`src/rtl/rst_seq_pkg.sv`:
```
// Shared types and sizing helpers for the staggered reset sequencer.
// Imported by the sequencer top and any domain that reuses its widths.
package rst_seq_pkg;

  typedef enum logic [1:0] {
    HOLD,
    STAGGER,
    DONE
  } state_e;

  localparam int SEQ_CNT_W = 8;

  function automatic int cnt_width(input int hold, input int gap);
    int m;
    m = (hold > gap) ? hold : gap;
    return $clog2(m + 1);
  endfunction

endpackage

```
`src/rtl/rst_seq_gen_rst_sync.sv`:
```
// Async-assert, sync-deassert reset synchroniser.
// Reusable at the top of any clock domain.
module rst_sync #(
  parameter int SYNC_STAGES = 2
) (
  input  logic clk,
  input  logic rst_n,
  output logic rst_sync_n
);

  if (SYNC_STAGES < 2) begin : g_param_err
    $error("rst_sync: SYNC_STAGES must be >= 2");
  end

  logic [SYNC_STAGES-1:0] ff;

  always_ff @(posedge clk or negedge rst_n) begin
    if (!rst_n) begin
      ff <= '0;
    end else begin
      ff <= {ff[SYNC_STAGES-2:0], 1'b1};
    end
  end

  assign rst_sync_n = ff[SYNC_STAGES-1];

endmodule

```
`src/rtl/rst_seq_gen.sv`:
```
// Multi-channel reset sequencer: channels assert together and
// release one by one, channel 0 first, with a software re-run.
module rst_seq_gen
  import rst_seq_pkg::*;
#(
  parameter int NUM_CH      = 4,
  parameter int SYNC_STAGES = 2,
  parameter int HOLD_CYCLES = 16,
  parameter int GAP_CYCLES  = 4
) (
  input  logic                 clk,
  input  logic                 rst_n,
  input  logic                 sw_rst_req,
  output logic [NUM_CH-1:0]    ch_rst_n,
  output logic                 all_released,
  output logic                 busy,
  output logic [SEQ_CNT_W-1:0] seq_count
);

  if (NUM_CH < 1 || SYNC_STAGES < 2 ||
      HOLD_CYCLES < 1 || GAP_CYCLES < 1) begin : g_param_err
    $error("rst_seq_gen: parameter below minimum");
  end

  localparam int CW = cnt_width(HOLD_CYCLES, GAP_CYCLES);
  localparam int IW = (NUM_CH > 1) ? $clog2(NUM_CH) : 1;

  localparam logic [CW-1:0] HOLD_END = CW'(HOLD_CYCLES - 1);
  localparam logic [CW-1:0] GAP_END  = CW'(GAP_CYCLES - 1);
  localparam logic [IW-1:0] LAST_CH  = IW'(NUM_CH - 1);
  localparam logic [SEQ_CNT_W-1:0] SEQ_MAX = '1;

  logic          rst_sync_n;
  state_e        state;
  logic [CW-1:0] cnt;
  logic [IW-1:0] idx;

  rst_sync #(
    .SYNC_STAGES(SYNC_STAGES)
  ) u_sync (
    .clk       (clk),
    .rst_n     (rst_n),
    .rst_sync_n(rst_sync_n)
  );

  // The cleared counter makes the edge where rst_sync_n rises
  // (or the request edge) count as sequence cycle zero.
  always_ff @(posedge clk or negedge rst_sync_n) begin
    if (!rst_sync_n) begin
      ch_rst_n     <= '0;
      all_released <= 1'b0;
      busy         <= 1'b1;
      seq_count    <= '0;
      state        <= HOLD;
      cnt          <= '0;
      idx          <= '0;
    end else if (sw_rst_req) begin
      ch_rst_n     <= '0;
      all_released <= 1'b0;
      busy         <= 1'b1;
      state        <= HOLD;
      cnt          <= '0;
      idx          <= '0;
    end else begin
      unique case (state)
        HOLD: begin
          if (cnt == HOLD_END) begin
            ch_rst_n <= (ch_rst_n << 1) | NUM_CH'(1);
            cnt      <= '0;
            if (NUM_CH == 1) begin
              state        <= DONE;
              all_released <= 1'b1;
              busy         <= 1'b0;
              if (seq_count != SEQ_MAX)
                seq_count <= seq_count + SEQ_CNT_W'(1);
            end else begin
              state <= STAGGER;
              idx   <= IW'(1);
            end
          end else begin
            cnt <= cnt + CW'(1);
          end
        end
        STAGGER: begin
          if (cnt == GAP_END) begin
            ch_rst_n <= (ch_rst_n << 1) | NUM_CH'(1);
            cnt      <= '0;
            if (idx == LAST_CH) begin
              state        <= DONE;
              all_released <= 1'b1;
              busy         <= 1'b0;
              if (seq_count != SEQ_MAX)
                seq_count <= seq_count + SEQ_CNT_W'(1);
            end else begin
              idx <= idx + IW'(1);
            end
          end else begin
            cnt <= cnt + CW'(1);
          end
        end
        DONE: begin
          state <= DONE;
        end
        default: begin
          state <= HOLD;
        end
      endcase
    end
  end

endmodule

```
`config.mk`:
```
export PLATFORM = sky130hd
export DESIGN_NAME = rst_seq_gen
export DESIGN_NICKNAME = d
export VERILOG_FILES = /design/src/rtl/rst_seq_pkg.sv /design/src/rtl/rst_seq_gen_rst_sync.sv /design/src/rtl/rst_seq_gen.sv
export SDC_FILE = /design/constraint.sdc
export NUM_CORES = 1
export LEC_CHECK = 0
export ABC_CLOCK_PERIOD_IN_PS = 1100
export CELL_PAD_IN_SITES_DETAIL_PLACEMENT = 1
export CELL_PAD_IN_SITES_GLOBAL_PLACEMENT = 1
export CORE_AREA = 2 2 57 64
export DETAILED_ROUTE_END_ITERATION = 10
export DIE_AREA = 0 0 59 66
export PLACE_DENSITY_LB_ADDON = 0.1
export SLEW_MARGIN = 15
export SYNTH_ARGS = -nofsm -noshare
export SYNTH_HDL_FRONTEND = slang
export SYNTH_HIERARCHICAL = 1
export SYNTH_SLANG_ARGS = --single-unit
```
`constraint.sdc`:
```
create_clock -name clk -period 1.1 [get_ports clk]
set_clock_uncertainty 0.1 [all_clocks]
set_input_delay 0.275 -clock clk [delete_from_list [all_inputs] [get_ports clk]]
set_output_delay 0.275 -clock clk [all_outputs]
set_load 0.005 [all_outputs]
```
; Word-level counts from Yosys, hierarchy flattened
; Cells that the tools add are included.
; W data, S select, Z words.
[classes]
muxes = 25
eq_ne = 10
n_bitwise = 1
reduce_logical = 10
addsub = 3
[ops]
columns = op, count
row1 = $mux W5, 3
row2 = $mux W2, 7
row3 = $mux W4, 3
row4 = $ne A3 B3 Y1 const B, 4
row5 = $pmux W5 S2, 1
row6 = $reduce_and A3 Y1, 3
row7 = $add A8 B1 Y8 const B, 1
row8 = $mux W1, 8
row9 = $ne A8 B8 Y1 const B, 1
row10 = $pmux W4 S2, 1
row11 = $pmux W2 S3, 1
row12 = $reduce_bool A2 Y1, 3
row13 = $add A5 B1 Y5 const B, 1
row14 = $eq A5 B2 Y1 const B, 1
row15 = $eq A5 B4 Y1 const B, 1
row16 = $reduce_and A5 Y1, 1
row17 = $eq A2 B2 Y1 const B, 2
row18 = $pmux W2 S2, 1
row19 = $reduce_and A4 Y1, 1
row20 = $reduce_bool A3 Y1, 1
row21 = $add A2 B1 Y2 const B, 1
row22 = $eq A2 B1 Y1 const B, 1
row23 = $logic_not A2 Y1, 1
row24 = $not A1 Y1, 1
[totals]
output_inout_bits = 14
reg_bits = 25
word_cells = 57
in_bits = 3

; Longest topological paths before layout
[depth]
ltp_word = 5
mapped_depth = 8

; Modules after synthesis
; The synthesis kept the hierarchy.
[by_module_without_submodules]
columns = module, instances, seq_area_each_um2, area_per_inst_um2, cells_each
row1 = rst_seq_gen, 1, 576.8, 1256.2, 120
row2 = rst_sync, 1, 50.0, 53.8, 3

; Worst setup path after synthesis
; OpenSTA, ideal clock, no wires.
[synth_path]
path_kind = flip-flop to flip-flop
start = reg cnt[0]
end = reg seq_count[1]
t_arrival_ns = 1.799
stages_incl_launch_ff = 7
setup_slack_ns = -0.924
synth_period_minus_slack_ns = 2.024
t_required_ns = 0.875
cell_sequence = dfrtp_1 ha_1 or4b_1 buf_6 nor3_4 nand2_2 mux2_4
[synth_between]
elab_chain_len = 2
[synth_rtl]
columns = item, line_no
row1 = start: declaration, rst_seq_gen.sv:35  ; logic [CW-1:0] cnt;
row2 = start signal: assignment, rst_seq_gen.sv:81  ; cnt <= cnt + CW'(1);
row3 = start signal: assignment, rst_seq_gen.sv:98  ; cnt <= cnt + CW'(1);
row4 = $eq A5 B2 Y1, rst_seq_gen.sv:85  ; if (cnt == GAP_END) begin
row5 = $reduce_and A5 Y1 (no line), -
row6 = end signal: assignment, rst_seq_gen.sv:75  ; seq_count <= seq_count + SEQ_CNT_W'(1);
row7 = end signal: assignment, rst_seq_gen.sv:93  ; seq_count <= seq_count + SEQ_CNT_W'(1);
row8 = end: declaration, rst_seq_gen.sv:17  ; output logic [SEQ_CNT_W-1:0] seq_count
; No other way between the ends.
; A chain may end at the register's enable or synchronous reset.

; Worst setup path after layout
[layout_path]
start = reg cnt[1]
end = reg seq_count[1]
; The elaborated chain is that of the path after synthesis.

==> out/results.txt <==
After layout, the minimum clock period comes to 2.07 ns. For this run, design rule violations remaining after detail routing come to 0. The number of H-tree branching levels is 1, and the count of TritonRoute iterations in the first routing pass is 4.

The floorplan step defined a die boundary enclosing 0.00389 mm^2. Across the run, the number of max-cap violations was 0. At the end of routability-driven placement, the weighted congestion stood at 0.740. The critical path arrival was 2.20 ns. The first global-routing pass estimated 6050 um of wire. In this run the worst path has a maximum fanout of 7. The first routing iteration left 13 violations. The most critical setup path has its startpoint at cnt[1]. 17 I/O pins were placed. For this run, the register share of the synthesized area comes to 47.9%.

The post-synthesis average cell area was 10.7 um^2. TritonCTS built the clock tree. The core region is 0.00325 mm^2.

STA classifies the critical path endpoint as a flop. Detailed routing inserted a total of 1254 vias. The critical path in this run is classified as flop to flop. Setup repair after global routing could not meet its margin everywhere.

The die outline height is 66 um. In this run the core area contains 22 standard-cell rows. Entering global routing, the biggest net connects 24 pins. Clock-pin slew was measured on the worst setup and hold paths at 0.14 ns.

Beginning of the worst register-to-register path: cnt[1]. The quantity of I/O buffers inserted on ports works out to 16. The number of buffers and inverters on the critical path is 0. The average routed wire per standard cell is 17.6 um. The worst hold path belongs to the class flop to asynchronous set/reset pin. The kind of cell adding the most delay to the critical path is simple AND/OR/NAND/NOR gates.

For the worst setup path, the data required time is 1.23 ns. Clock tree synthesis inserted a total of 3 buffers. CTS placed an instance of sky130_fd_sc_hd__clkbuf_4 at the clock tree root.

The layout filler cell count came out at 347. For the worst-case vdd ir drop, the log shows 0.507 mV. Walking the worst path, the cells encountered are ha_2 -> or4b_4 -> nor3_4 -> nand2_2 -> mux2_4. The clock latency on the worst-skew pair came out at 0.32 ns. The checks that failed: negative setup slack.

The worst setup path is launched from a flop. The synthesized netlist contains 34 unique library cells. The area of the multi-input gates came out at 785 um^2.

In this design, the stage delay of the slowest critical-path cell is 0.54 ns. The tools report the number of nets at the end of the flow as 217. The power per standard cell area is 696 mW/mm^2, and the initial core utilization is 40.3%.

The clock drives 25 sinks. The max-slew violation count is 0, and the number of antenna violations at the first check in global routing is 0. Summed over all nets, the half-perimeter wirelength after detailed placement is 2610 um. The highest attainable clock frequency came out at 482 MHz. The fraction of layout cells with a size suffix above 1 is 54.1%, and the worst setup slack before clock tree synthesis is -1.01 ns. The tools report the number of setup violations in the final report as 37. Counting every net in the synthesized netlist gives 134.

In this run the static leakage power is 1.06 nW. The count of final hold-check violations was 0; the per-cell via count in the routed design was 5.20. 0 antenna diodes ended up in the layout.

For the number of global-route vias before repair, the log shows 1312. The run finished, with violations left. Yosys printed 6 warnings. The mapped netlist covers 0.00131 mm^2. The library cell used most frequently in the layout, excluding fill and tap cells, is sky130_fd_sc_hd__buf_4. The library cells used most frequently in the layout, excluding fill and tap cells, are sky130_fd_sc_hd__buf_4 (53), sky130_fd_sc_hd__dfrtp_1 (24), sky130_fd_sc_hd__buf_6 (18).

The run gives -0.974 ns as the post-layout worst setup margin. The run gives 0 as the number of nets still failing antenna checks after routing. The run gives 20.8% as the total global-route track usage.

The run gives 4240 um as the wire length reported by the detailed router. The final hold slack is 0.133 ns, and the die extent in x is 59 um. The layout overhead on the synthesized area works out to 66.1%.

The flip-flop and latch count after synthesis is 25. For this run the aggregate overflow at the end of global routing stands at 0. In the finished design, the share of the clock period the worst path needs comes to 189%. The number of standard cells after synthesis was 123. The largest individual stage delay along the critical path comes from the cell sky130_fd_sc_hd__or4b_4. Across the whole layout, storage elements account for 627 um^2. The longest clock path from root to sink contains 2 buffers.
worst register-to-register path: stages (launching register included):
cell,delay [ns]
sky130_fd_sc_hd__dfrtp_1,0.40
sky130_fd_sc_hd__ha_2,0.21
sky130_fd_sc_hd__or4b_4,0.54
sky130_fd_sc_hd__nor3_4,0.31
sky130_fd_sc_hd__nand2_2,0.13
sky130_fd_sc_hd__mux2_4,0.31
sequential cells by signal, indices dropped and copies added, names as in the netlist:
register,flops
all_released,1
busy,1
ch_rst_n,4
cnt,5
idx,2
seq_count,8
state,2
u_sync/ff,2
Yosys cell counts (all sizes together):
master / count / area share [%]
a21bo: 1 / 0.76
inv: 6 / 1.7
conb: 1 / 0.29
mux2: 1 / 1.1
o211a: 1 / 0.76
dfstp: 1 / 2.0
nor4b: 2 / 1.3
a21boi: 1 / 0.57
nand3b: 1 / 0.57
nor3: 3 / 2.0
buf: 3 / 1.6
or4b: 1 / 0.76
o31ai: 2 / 1.1
a31oi: 2 / 0.95
ha: 8 / 7.6
and3: 2 / 0.95
clkbuf: 1 / 0.29
nand2: 8 / 2.5
a22o: 2 / 1.3
nand4b: 1 / 0.67
nand2b: 5 / 2.4
a21oi: 5 / 1.9
xnor2: 8 / 5.3
mux2i: 7 / 5.3
o21ai: 1 / 0.38
nand3: 7 / 2.7
and2b: 1 / 0.57
dfrtp: 24 / 46
nor2: 14 / 4.0
a211oi: 1 / 1.5
nand4: 2 / 0.95
stage by stage:
stage | cell area, um^2 | instances | setup TNS [ns] | utilization, % | total power [mW]
final | 2180 | 241 | -21.17 | 67.0 | 1.52
after global routing | 2180 | 241 | -23.54 | 67.0 | 1.58
after detailed placement | 1800 | 211 | -21.90 | 55.5 | 1.07
after floorplan | 1330 | 123 | -15.20 | - | 1.01
after global placement | 1800 | 211 | -20.30 | 55.5 | 1.06
after CTS | 2020 | 233 | -20.48 | 62.1 | 1.50
logic make-up (layout without fill, tap and decap cells):
logic type / Yosys count / count (layout) / share of synthesized area, %
simple gates: 47 / 47 / 19.4
flops: 25 / 25 / 47.9
compound gates: 16 / 16 / 9.36
buf+inv: 10 / 92 / 3.63
fa+ha+maj: 8 / 8 / 7.64
xor+xnor: 8 / 8 / 5.35
mux: 8 / 8 / 6.49
other cells: 1 / 1 / 0.286
layer usage:
layer / track usage, % / vias to the layer above / routed length (um)
li1: - / 584 / -
met1: 24.8 / 637 / 1670
met2: 38.9 / 25 / 2360
met3: 2.54 / 8 / 108
met4: 5.11 / 0 / 99
met5: 0 / - / 0
final timing paths:
kind,cells past startpoint,slack [ns],endpoint
max,5,-0.97,seq_count[1]
min,1,0.13,seq_count[7]
max reg2reg,5,-0.97,seq_count[1]
min reg2reg,1,0.13,seq_count[7]
max in group asynchronous,2,0.23,u_sync/ff[1]
min in group clk,0,0.29,u_sync/ff[1]
final cells by class:
class / instances / area share [%]
Clock buffer: 4 / 1.21
Inverter: 6 / 1.04
Multi-Input combinational cell: 88 / 36.1
Timing Repair Buffer: 82 / 30.8
Sequential cell: 25 / 28.8
Tap cell: 36 / 2.07
repair_timing:
item / 4_1_cts / 5_1_grt
hold buffers: 1 / 0
resized for setup: 74 / 29
pin swaps: 4 / 13
hold endpoints to repair: 2 / 0
endpoints found under the setup margin: 37 / 37
buffers inserted: 17 / 12
where the power goes:
group	switching, mW	leakage [nW]	internal, mW
Clock	0.282	0.0150	0.142
Combinational	0.0766	0.707	0.0750
Sequential	0.00764	0.339	0.932
(Power assumes the default switching activity.)
